[config.mk]
export PLATFORM = sky130hd
export DESIGN_NAME = dac_bus_rx
export DESIGN_NICKNAME = d
export VERILOG_FILES = /design/src/rtl/dac_bus_rx.sv
export SDC_FILE = /design/constraint.sdc
export NUM_CORES = 1
export LEC_CHECK = 0
export BUFFER_PORTS_ARGS = -buffer_cell sky130_fd_sc_hd__buf_2
export CAP_MARGIN = 40
export CORE_MARGIN = 4
export CORE_UTILIZATION = 30
export DETAILED_ROUTE_END_ITERATION = 10
export MAX_ROUTING_LAYER = met4
export PLACE_DENSITY = 0.45
export SETUP_SLACK_MARGIN = 0.3
export SLEW_MARGIN = 20
export SYNTH_ARGS = -nofsm -noshare
export SYNTH_HDL_FRONTEND = slang
export SYNTH_SLANG_ARGS = --single-unit
[constraint.sdc]
create_clock -name sys_clk -period 2.2 [get_ports sys_clk]
set_input_delay 0.66 -clock sys_clk [delete_from_list [all_inputs] [get_ports sys_clk]]
set_output_delay 0.66 -clock sys_clk [all_outputs]
set_load 0.05 [all_outputs]
[src/rtl/dac_bus_rx.sv]
// Receiver for the dual-channel parallel DAC write bus: synchronises the bus into
// sys_clk, decodes write/load strobes into double-buffered registers and flags misuse.
module dac_bus_rx #(
  parameter int DW          = 12,
  parameter int SYNC_STAGES = 2,
  parameter int PW          = 24
) (
  input  logic          sys_clk,
  input  logic          rst_n,
  input  logic          c_clk,
  input  logic          CS,
  input  logic          R_W,
  input  logic          LOADDAC,
  input  logic [DW-1:0] Data_r1,
  input  logic [DW-1:0] Data_r2,
  input  logic          clr_flags,
  output logic [DW-1:0] dac_out1,
  output logic [DW-1:0] dac_out2,
  output logic          load_valid,
  output logic [15:0]   wr_cnt,
  output logic [PW-1:0] load_period,
  output logic          overrun,
  output logic          stale_load,
  output logic          rd_err
);

  localparam int N = SYNC_STAGES;
  localparam logic [PW-1:0] PMAX = '1;
  localparam logic [PW-1:0] PONE = 1;

  typedef enum logic {IDLE = 1'b0, PENDING = 1'b1} state_t;

  state_t          r_state;
  state_t          w_state_nxt;
  logic [N-1:0]    r_clk_s, r_cs_s, r_rw_s, r_ld_s;
  logic [DW-1:0]   r_d1_s [N];
  logic [DW-1:0]   r_d2_s [N];
  logic            r_clk_d, r_ld_d;
  logic            w_c_rise, w_wr, w_rd, w_ld;
  logic            r_wr_ev, r_rd_ev, r_ld_ev;
  logic [DW-1:0]   r_wdat1, r_wdat2;
  logic [DW-1:0]   r_in1, r_in2, r_out1, r_out2;
  logic            r_lv;
  logic [15:0]     r_wr_cnt;
  logic [PW-1:0]   r_per, r_lp;
  logic            r_ovr, r_stale, r_rderr;
  logic            w_set_ovr, w_set_stale;

  // Reset levels match an idle bus so releasing reset never fakes an edge.
  always_ff @(posedge sys_clk or negedge rst_n) begin
    if (!rst_n) begin
      r_clk_s <= '0;
      r_cs_s  <= '1;
      r_rw_s  <= '1;
      r_ld_s  <= '1;
      r_clk_d <= 1'b0;
      r_ld_d  <= 1'b1;
      for (int i = 0; i < N; i++) begin
        r_d1_s[i] <= '0;
        r_d2_s[i] <= '0;
      end
    end else begin
      r_clk_s   <= {r_clk_s[N-2:0], c_clk};
      r_cs_s    <= {r_cs_s[N-2:0], CS};
      r_rw_s    <= {r_rw_s[N-2:0], R_W};
      r_ld_s    <= {r_ld_s[N-2:0], LOADDAC};
      r_clk_d   <= r_clk_s[N-1];
      r_ld_d    <= r_ld_s[N-1];
      r_d1_s[0] <= Data_r1;
      r_d2_s[0] <= Data_r2;
      for (int i = 1; i < N; i++) begin
        r_d1_s[i] <= r_d1_s[i-1];
        r_d2_s[i] <= r_d2_s[i-1];
      end
    end
  end

  assign w_c_rise = r_clk_s[N-1] & ~r_clk_d;
  assign w_wr     = w_c_rise & ~r_cs_s[N-1] & ~r_rw_s[N-1];
  assign w_rd     = w_c_rise & ~r_cs_s[N-1] &  r_rw_s[N-1];
  assign w_ld     = ~r_ld_s[N-1] & r_ld_d;

  // Decoded events are registered together with their data, keeping them aligned.
  always_ff @(posedge sys_clk or negedge rst_n) begin
    if (!rst_n) begin
      r_wr_ev <= 1'b0;
      r_rd_ev <= 1'b0;
      r_ld_ev <= 1'b0;
      r_wdat1 <= '0;
      r_wdat2 <= '0;
    end else begin
      r_wr_ev <= w_wr;
      r_rd_ev <= w_rd;
      r_ld_ev <= w_ld;
      r_wdat1 <= r_d1_s[N-1];
      r_wdat2 <= r_d2_s[N-1];
    end
  end

  always_ff @(posedge sys_clk or negedge rst_n) begin
    if (!rst_n) r_state <= IDLE;
    else        r_state <= w_state_nxt;
  end

  always_comb begin
    w_state_nxt = r_state;
    if (r_ld_ev)      w_state_nxt = IDLE;
    else if (r_wr_ev) w_state_nxt = PENDING;
  end

  always_comb begin
    w_set_ovr   = 1'b0;
    w_set_stale = 1'b0;
    case (r_state)
      IDLE:    w_set_stale = r_ld_ev & ~r_wr_ev;
      PENDING: w_set_ovr   = r_wr_ev & ~r_ld_ev;
      default: ;
    endcase
  end

  // A write coinciding with a load bypasses the input register straight to the output.
  always_ff @(posedge sys_clk or negedge rst_n) begin
    if (!rst_n) begin
      r_in1    <= '0;
      r_in2    <= '0;
      r_out1   <= '0;
      r_out2   <= '0;
      r_lv     <= 1'b0;
      r_wr_cnt <= '0;
      r_per    <= '0;
      r_lp     <= '0;
      r_ovr    <= 1'b0;
      r_stale  <= 1'b0;
      r_rderr  <= 1'b0;
    end else begin
      if (r_wr_ev) begin
        r_in1 <= r_wdat1;
        r_in2 <= r_wdat2;
      end
      if (r_ld_ev) begin
        r_out1 <= r_wr_ev ? r_wdat1 : r_in1;
        r_out2 <= r_wr_ev ? r_wdat2 : r_in2;
        r_lp   <= (r_per == PMAX) ? PMAX : r_per + PONE;
      end
      r_lv     <= r_ld_ev;
      r_wr_cnt <= (clr_flags ? 16'd0 : r_wr_cnt) + {15'd0, r_wr_ev};
      if (r_ld_ev || clr_flags) r_per <= '0;
      else if (r_per != PMAX)   r_per <= r_per + PONE;
      r_ovr   <= (r_ovr   & ~clr_flags) | w_set_ovr;
      r_stale <= (r_stale & ~clr_flags) | w_set_stale;
      r_rderr <= (r_rderr & ~clr_flags) | r_rd_ev;
    end
  end

  assign dac_out1    = r_out1;
  assign dac_out2    = r_out2;
  assign load_valid  = r_lv;
  assign wr_cnt      = r_wr_cnt;
  assign load_period = r_lp;
  assign overrun     = r_ovr;
  assign stale_load  = r_stale;
  assign rd_err      = r_rderr;

endmodule

==> results.py <==
metrics = {
    "clock_tree": {
        "clock_latency_ns": 0.49,
        "clkTransAtPathRegs_ns": 0.06,
        "clockRootBuffer": "clkbuf_16",
        "cts.path.max_buffers": 3,
        "cts_htree_levels": 1,
        "cts.sinks": 202,
        "cts_buffers": 23,
        "cts_tree": "done",
    },
    "setup_path": {
        "start_kind": "register",
        "cp_max_fo": 6,
        "r2r_slack_ns": 0.32,
        "crit_required_ns": 2.61,
        "worstSetupPathType": "reg2reg",
        "crit_arrival_ns": 2.29,
        "cp-end-kind": "register",
    },
    "synth": {
        "syn_inst": 542,
        "seq_area_frac_synth": 0.7204,
        "async_reset_ff_frac": 1.000,
        "synth_cell_types": 40,
        "ys.warnings.count": 0,
        "netlist_area_sq_um": 7029,
        "synth_area_per_cell_sq_um": 12.97,
        "synth_fp_nets": 576,
        "synth_edf_count": 0,
        "yosys_most_used_dff": "dfrtp_1",
        "ys_ff_latch": 202,
    },
    "floorplanning": {
        "num_rows": 55,
        "start_util": 0.3077,
        "ioPinCount": 99,
        "chipWidth_um": 161.1,
        "fp.coreArea_sq_um": 22850,
        "die_h_um": 161.1,
        "die-area_sq_um": 25940,
    },
    "finish": {
        "syn_to_final_growth_pct": 29.07,
        "layout_commonest_cell": "dfrtp_1",
        "final_nets": 710,
        "drive_above_1_share": 0.3367,
        "diodes": 0,
        "mostFrequentLayoutCells": "dfrtp_1, nor2_1, buf_2",
        "instances_no_fill": 1005,
        "final_core_util": 0.3971,
    },
    "detailed_routing": {
        "post_drt_via_cell_ratio": 4.473,
        "drtPass1Iterations": 4,
        "drtAntennaViolNets": 0,
        "postRouteWirelength_mm": 15.01,
        "drt-initial-drc-count": 206,
        "drcViolationCount": 0,
        "vias": 4495,
        "wl_per_cell_um": 14.93,
    },
    "global_routing": {
        "gr-usage-all-layers": 0.1206,
        "grt_remaining_overflow": 0,
        "antenna_found_initial": 0,
        "grt_pass1_vias": 4867,
        "grt_pass1_wl_mm": 25.34,
        "grt_max_degree": 63,
    },
    "power": {
        "powerDensity_nw_per_um2": 1038,
        "ir_drop_mv": 0.5405,
        "cellLeakagePower_uw": 0.004064,
    },
    "sta": {
        "final.period_utilization": 0.8546,
        "min_period_ns": 1.880,
        "setup_slack_ns": 0.3198,
        "report.final.slew_viol_count": 0,
        "slew_headroom": 0.5207,
        "hold_viol_final": 0,
        "skew_ns": 0.009763,
        "tightest_slew_ns": 0.7189,
        "setup_violations": 0,
        "rsz0062_at_grt": "true",
        "fmax_mhz": 531.9,
        "setup_tns_ns": 0,
    },
    "placed_design": {
        "placed_cells": 959,
        "place_ws_ns": -0.09173,
        "portBuffers": 98,
        "dp_hpwl_mm": 9.538,
        "gp_congestion": 0.7947,
    },
    "worst_hold_path": {
        "hold_class": "in2async",
    },
    "status": {
        "status": "finished clean",
    },
    "run": {
        "maxCapViolCount": 0,
    },
}
-- per-stage QoR --
| stage | area (sq um) | hold slack (ns) | power (uW) |
|---|---|---|---|
| 2_1_floorplan | 7092 | 0.3312 | 4983 |
| 3_3_place_gp | 8107 | 0.3316 | 5336 |
| 3_5_place_dp | 8107 | 0.3347 | 5362 |
| 4_1_cts | 8981 | 0.1445 | 9585 |
| 5_1_grt | 9072 | 0.1606 | 9857 |
| 6_report | 9072 | 0.1398 | 9418 |
-- state kept, by name, indices dropped and copies added (netlist names), 12 cells and up --
name	count
dac_out2	12
r_d2_s	24
r_in1	12
wr_cnt	16
r_in2	12
r_d1_s	24
r_per	24
r_wdat2	12
r_wdat1	12
dac_out1	12
load_period	24
-- cell usage after synthesis, types with 7 or more instances --
cell type / number / area (sq um)
clkbuf_1: 12 / 45.04
inv_1: 7 / 26.28
xnor2_1: 16 / 140.1
nor2_1: 99 / 371.6
or3_1: 7 / 43.79
a21oi_1: 36 / 180.2
nand2_1: 17 / 63.81
o21ai_0: 8 / 40.04
dfstp_2: 7 / 183.9
nor2b_1: 8 / 50.05
nand3_1: 13 / 65.06
a31oi_1: 7 / 43.79
nand4_1: 12 / 75.07
nor3_1: 13 / 65.06
dfrtp_1: 195 / 4880
mux2_2: 27 / 304.0
-- worst paths after layout --
| kind | startpoint | to | cells after the start |
|---|---|---|---|
| worst max-delay path | r_per[8] | r_per[21] | 4 |
| worst min-delay path | rst_n | r_d2_s[20] | 1 |
| worst max register to register | r_per[8] | r_per[21] | 4 |
| worst min register to register | r_d1_s[0] | r_wdat1[0] | 0 |
| max in group asynchronous | rst_n | r_ld_s[1] | 2 |
| min in group sys_clk | Data_r1[10] | r_d1_s[22] | 1 |
-- where the power goes --
| group | internal (uW) | leakage [uW] | switching, uW |
|---|---|---|---|
| Clock | 2670 | 0.000407 | 1470 |
| Combinational | 292 | 0.00120 | 822 |
| Sequential | 4040 | 0.00246 | 123 |
-- critical path: stages (launching register included) --
cell and delay (ns):
dfrtp_2 0.44, nand4_4 0.17, or4_4 0.59, or4_4 0.43, a31oi_1 0.16
-- cells by family after synthesis --
| kind of cell | Yosys count | share of synthesized area |
|---|---|---|
| simple gates | 192 | 0.1310 |
| fa+ha+maj | 3 | 0.005341 |
| compound gates | 70 | 0.05963 |
| mux | 27 | 0.04325 |
| buf+inv | 28 | 0.01549 |
| flops | 202 | 0.7204 |
| xor+xnor | 20 | 0.02492 |
-- timing repair --
item / CTS / global route
gates resized for setup: 10 / 21
hold buffers: 0 / 0
buffers inserted: 2 / 2
setup endpoints to repair: 19 / 34
gates cloned: 0 / 1
pin swaps: 1 / 6
-- layer usage --
metal	vias to the layer above	part of all wire	global-route usage
li1	2129	-	-
met1	2232	0.46	0.1601
met4	0	0.022	0.03528
met2	104	0.47	0.1886
met3	30	0.053	0.02526
met5	-	0	-
-- area by class of cell --
class | instances | area (sq um)
timing repair buffer | 129 | 778.2
multi-input combinational | 313 | 1972
sequential | 202 | 5072
clock buffer | 32 | 659.4
tap | 313 | 391.6
clock inverter | 9 | 172.7
fill | 2231 | 13770
inverter | 7 | 26.28
No activity file was read; power rests on OpenSTA's default activity.
